## src/rtl/dualmem_port_arb.sv

```systemverilog
// Two-requester round-robin front end for a single-port RAM, with a
// zero-fill engine that sweeps the whole array after reset or on request.
module dualmem_port_arb #(
  parameter int unsigned AW             = 9,
  parameter int unsigned DW             = 64,
  parameter bit          CLEAR_ON_RESET = 1'b1
) (
  input  logic                     clk_i,
  input  logic                     rst_ni,
  input  logic                     clear_i,
  output logic                     busy_o,
  input  logic [1:0]               req_valid_i,
  output logic [1:0]               req_ready_o,
  input  logic [1:0][AW-1:0]       req_addr_i,
  input  logic [1:0][DW/8-1:0]     req_we_i,
  input  logic [1:0][DW-1:0]       req_wdata_i,
  output logic [1:0]               rsp_valid_o,
  output logic [DW-1:0]            rsp_rdata_o,
  output logic                     mem_en_o,
  output logic [DW/8-1:0]          mem_we_o,
  output logic [AW-1:0]            mem_addr_o,
  output logic [DW-1:0]            mem_wdata_o,
  input  logic [DW-1:0]            mem_rdata_i
);

  localparam int unsigned BW = DW / 8;

  typedef enum logic {
    ST_CLEAR = 1'b0,
    ST_RUN   = 1'b1
  } state_e;

  localparam state_e RESET_STATE = CLEAR_ON_RESET ? ST_CLEAR : ST_RUN;

  state_e          state_q, state_d;
  logic [AW-1:0]   cnt_q, cnt_d;
  logic            prio_q, prio_d;
  logic [1:0]      rsp_valid_q, rsp_valid_d;
  logic            rsp_read_q, rsp_read_d;

  logic            gnt_idx;
  logic [1:0]      grant_c;
  logic            busy_c;
  logic            mem_en_c;
  logic [BW-1:0]   mem_we_c;

  // State, clear counter, priority pointer and response pipeline
  always_ff @(posedge clk_i or negedge rst_ni) begin
    if (!rst_ni) begin
      state_q     <= RESET_STATE;
      cnt_q       <= '0;
      prio_q      <= 1'b0;
      rsp_valid_q <= '0;
      rsp_read_q  <= 1'b0;
    end else begin
      state_q     <= state_d;
      cnt_q       <= cnt_d;
      prio_q      <= prio_d;
      rsp_valid_q <= rsp_valid_d;
      rsp_read_q  <= rsp_read_d;
    end
  end

  // prio_q names the requester that wins when both are valid
  always_comb begin
    state_d     = state_q;
    cnt_d       = cnt_q;
    prio_d      = prio_q;
    rsp_valid_d = '0;
    rsp_read_d  = 1'b0;
    grant_c     = '0;
    busy_c      = 1'b0;
    mem_en_c    = 1'b0;
    mem_we_c    = '0;
    mem_addr_o  = '0;
    mem_wdata_o = '0;
    gnt_idx     = (req_valid_i == 2'b11) ? prio_q : req_valid_i[1];

    case (state_q)
      ST_CLEAR: begin
        busy_c     = 1'b1;
        mem_en_c   = 1'b1;
        mem_we_c   = '1;
        mem_addr_o = cnt_q;
        if (cnt_q == '1) begin
          cnt_d   = '0;
          state_d = ST_RUN;
        end else begin
          cnt_d = cnt_q + AW'(1);
        end
      end
      ST_RUN: begin
        if (clear_i) begin
          state_d = ST_CLEAR;
        end
        // A grant in the clear_i cycle still completes; its response lands in CLEAR
        if (req_valid_i != 2'b00) begin
          grant_c[gnt_idx] = 1'b1;
          prio_d           = ~gnt_idx;
          mem_en_c         = 1'b1;
          mem_we_c         = req_we_i[gnt_idx];
          mem_addr_o       = req_addr_i[gnt_idx];
          mem_wdata_o      = req_wdata_i[gnt_idx];
          rsp_valid_d      = grant_c;
          rsp_read_d       = (req_we_i[gnt_idx] == '0);
        end
      end
      default: begin
        state_d = RESET_STATE;
      end
    endcase
  end

  // Control outputs are forced quiet while reset is held
  always_comb begin
    busy_o      = busy_c & rst_ni;
    mem_en_o    = mem_en_c & rst_ni;
    mem_we_o    = mem_we_c & {BW{rst_ni}};
    req_ready_o = grant_c & {2{rst_ni}};
    rsp_valid_o = rsp_valid_q;
    rsp_rdata_o = rsp_read_q ? mem_rdata_i : '0;
  end

endmodule

```

## config.mk

```make
export PLATFORM = sky130hd
export DESIGN_NAME = dualmem_port_arb
export DESIGN_NICKNAME = d
export VERILOG_FILES = /design/src/rtl/dualmem_port_arb.sv
export SDC_FILE = /design/constraint.sdc
export NUM_CORES = 1
export LEC_CHECK = 0
export ABC_AREA = 1
export CAP_MARGIN = 10
export CORE_AREA = 2 2 149 151
export CTS_CLUSTER_DIAMETER = 100
export CTS_CLUSTER_SIZE = 25
export DETAILED_ROUTE_END_ITERATION = 7
export DIE_AREA = 0 0 151 153
export DONT_BUFFER_PORTS = 1
export HOLD_SLACK_MARGIN = 0.05
export SLEW_MARGIN = 30
export SYNTH_ARGS = -nofsm -noshare
export SYNTH_HDL_FRONTEND = slang
export SYNTH_SLANG_ARGS = --single-unit
```

## constraint.sdc

```tcl
create_clock -name clk_i -period 2.4 [get_ports clk_i]
set_clock_uncertainty 0.15 [all_clocks]
set_input_delay 0.6 -clock clk_i [delete_from_list [all_inputs] [get_ports clk_i]]
set_output_delay 0.6 -clock clk_i [all_outputs]
set_load 0.005 [all_outputs]
```

==> metrics <==
# DRC 0; starting density of the core 11.61%; cells after synthesis 515; min Tclk post-route 2284 ps; clock root cell clkbuf_16; Mapped Nets 748; DIE HEIGHT 153 microns; placed inst area 2805 sq um; antenna violations before repair 4; max-slew violations 0; syn_area_per_cell 4.844 sq um; Top FF cell, synth dfrtp_1; FP Rows 54; mapped cell area 2495 sq um; Worst Setup Start Kind flop; top cells by count, synth nor2_1, nand2_1, inv_1; Area growth, synth to finish 18.51%; overall routing resource usage 9.606%; DIE WIDTH 151 microns; Detail Placement HPWL 10.62 mm; Synth area leader nor2_1; vias in the first global route 2796; CP Capture Type output pin; Design Area, Final 2957 sq um; Buffers on Ports 0; number of synthesized register bits 14; Max-Cap Viols 0; share of layout cells above drive strength 1 5.622%; Yosys cell types 21; total grt overflow 0; status finished clean; hold path cells 1; Synth top area share 23.02%; largest net degree at the start of global routing 70; WL/cell 16.23 microns; worst reg2reg path depth 11; Vias 3229; worst reg-to-reg setup slack 280 ps; hold path start clear_i; largest cells by area after synthesis nor2_1, nand2_1, dfrtp_1; CTS Buf Count 3; Ports 382; Worst-path clk slew 50 ps; post-synthesis compound-gate area fraction 21.06%; Crit path required time 1650 ps; sequential share of the synthesized area 14.04%; Fin. Hold Viols 0; Core ar. 21490 sq um; Vias per Instance 4.134; min setup slack post-route 115.8 ps; crit path kind flop to output pin; final wirelength 12.68 mm; Synthesis Warnings 0; leakage power 1.683 nW; Pre-antenna DRT Iters 5; top-count cell post-synth nor2_1; Post-Synth XOR/XNOR Area 0%; post-route ant nets 0; Max H-tree Level 1; Max Buffers Root-to-Sink 2; total power 1.196 mW; pre-CTS setup slack 178.8 ps; Iter 0 DRT Violations 262; crit share post-route 95.18%; hold endpoint state_q; relative slew slack 55.75%; full die area 23100 sq um; RSZ-0062 raised after global routing false; Worst Tran Pin Value 661.5 ps; Worst EP arrival 1530 ps; endpoints failing setup 0; Placer Congestion 0.8749; TritonCTS clock tree built; Final nets 732; Post-Synth Simple-Gate Area 42.63%; Synth async-reset ratio 100.0%; Max VDD drop 0.0002583 V; first-pass GRT wire length 16.70 mm; fmax 437.8 MHz; CP max FO 69; clock latency on the worst-skew pair 240 ps; RR Endpoint cnt_q[6]; main combinational cell family by area after synthesis simple AND/OR/NAND/NOR gates; Post-synth EDFFs 0; worst flop-to-flop path startpoint cnt_q[1]; multiplexer share of the synthesized area 0%; post-synthesis adder-cell area fraction 1.003%; Min-Delay Path Class primary input to flop; P per Cell Area 404.5 nW/um^2; clk sinks 14
-- sequential cells by signal, summed over array words and instances (netlist names) --
signal / count
cnt_q: 9
prio_q: 1
rsp_read_q: 1
rsp_valid_o: 2
state_q: 1
-- per-layer routing --
metal  vias to the layer above  wire, microns  global-route usage [%]
li1                       1537              -                       -
met1                      1414           4660                   10.61
met2                       268           6505                   18.25
met3                         8           1418                   3.194
met4                         2             81                  0.8901
met5                         -             13                       0
-- layout make-up --
| class | instances | area, sq um |
|---|---|---|
| Fill cell | 2520 | 18530 |
| Multi-Input combinational cell | 378 | 1642 |
| Sequential cell | 14 | 351.6 |
| Tap cell | 280 | 350.3 |
| Inverter | 87 | 326.6 |
| Timing Repair Buffer | 15 | 190.2 |
| Clock buffer | 4 | 88.84 |
| Antenna cell | 3 | 7.507 |
-- how the worst max path moves through the flow --
stage	to	cells past startpoint	slack, ps	start
detailed placement	mem_we_o[7]	7	180	req_valid_i[0]
global route	mem_wdata_o[32]	5	1	state_q
floorplan	mem_wdata_o[10]	6	260	req_valid_i[1]
CTS	mem_we_o[7]	8	-2	prio_q
global placement	mem_we_o[1]	6	230	req_valid_i[1]
finish	mem_wdata_o[22]	5	120	state_q
-- per-stage QoR --
step                std cells  utilization, %  hold WS (ps)  setup TNS [ps]
floorplan                 515               -         154.4               0
global placement          772           13.06         155.6               0
detailed placement        772           13.06         155.5               0
CTS                       777           13.52         317.8          -1.728
global route              779           13.74         329.0               0
finish                    781           13.76         316.3               0
-- cells by family after synthesis --
group | count (synthesis)
adders and majority gates | 2
DFF | 14
buffers and inverters | 123
and+or+nand+nor | 274
AOI/OAI and AO/OA | 102
-- power breakdown --
part	switching, mW	internal, mW
Clock	0.100	0.253
Sequential	0.0578	0.303
Combinational	0.313	0.169
-- worst max-delay path, cell delays in order, from the launching register on --
cell	delay, ps
dfrtp_1	420
inv_2	70
nor2_4	150
buf_12	230
o21ai_0	170
nor2_1	180
-- cell usage in the layout (no fill, tap or decap) --
| cell | netlist | final |
|---|---|---|
| nor2_1 | 153 | 153 |
| nand2_1 | 98 | 96 |
| inv_1 | 86 | 85 |
| o21ai_1 | 51 | 52 |
| o21ai_0 | 37 | 36 |
| nand3_1 | 13 | 13 |
| dfrtp_1 | 14 | 13 |
| buf_4 | 12 | 8 |
| o22ai_1 | 7 | 7 |
| a21oi_1 | 6 | 6 |
| nor3_1 | 5 | 5 |
| clkbuf_16 | 0 | 4 |
| buf_12 | 0 | 4 |
| diode_2 | 0 | 3 |
| inv_2 | 1 | 2 |
| nor2_2 | 3 | 2 |
| nand2_4 | 0 | 2 |
| ha_1 | 2 | 2 |
| nor2_4 | 0 | 1 |
| a21boi_4 | 0 | 1 |
| nand2_2 | 1 | 1 |
| nand4_1 | 1 | 1 |
| clkbuf_8 | 0 | 1 |
| dlygate4sd3_1 | 0 | 1 |
| buf_8 | 0 | 1 |
| dfrtp_2 | 0 | 1 |
-- timing repair --
item,in CTS,in global routing
gates cloned,0,1
hold endpoints to repair,14,0
gates resized for setup,0,7
hold buffers,1,0
buffers inserted,0,0
endpoints found under the setup margin,1,32
Note: power is estimated with default switching activity, not from simulation.
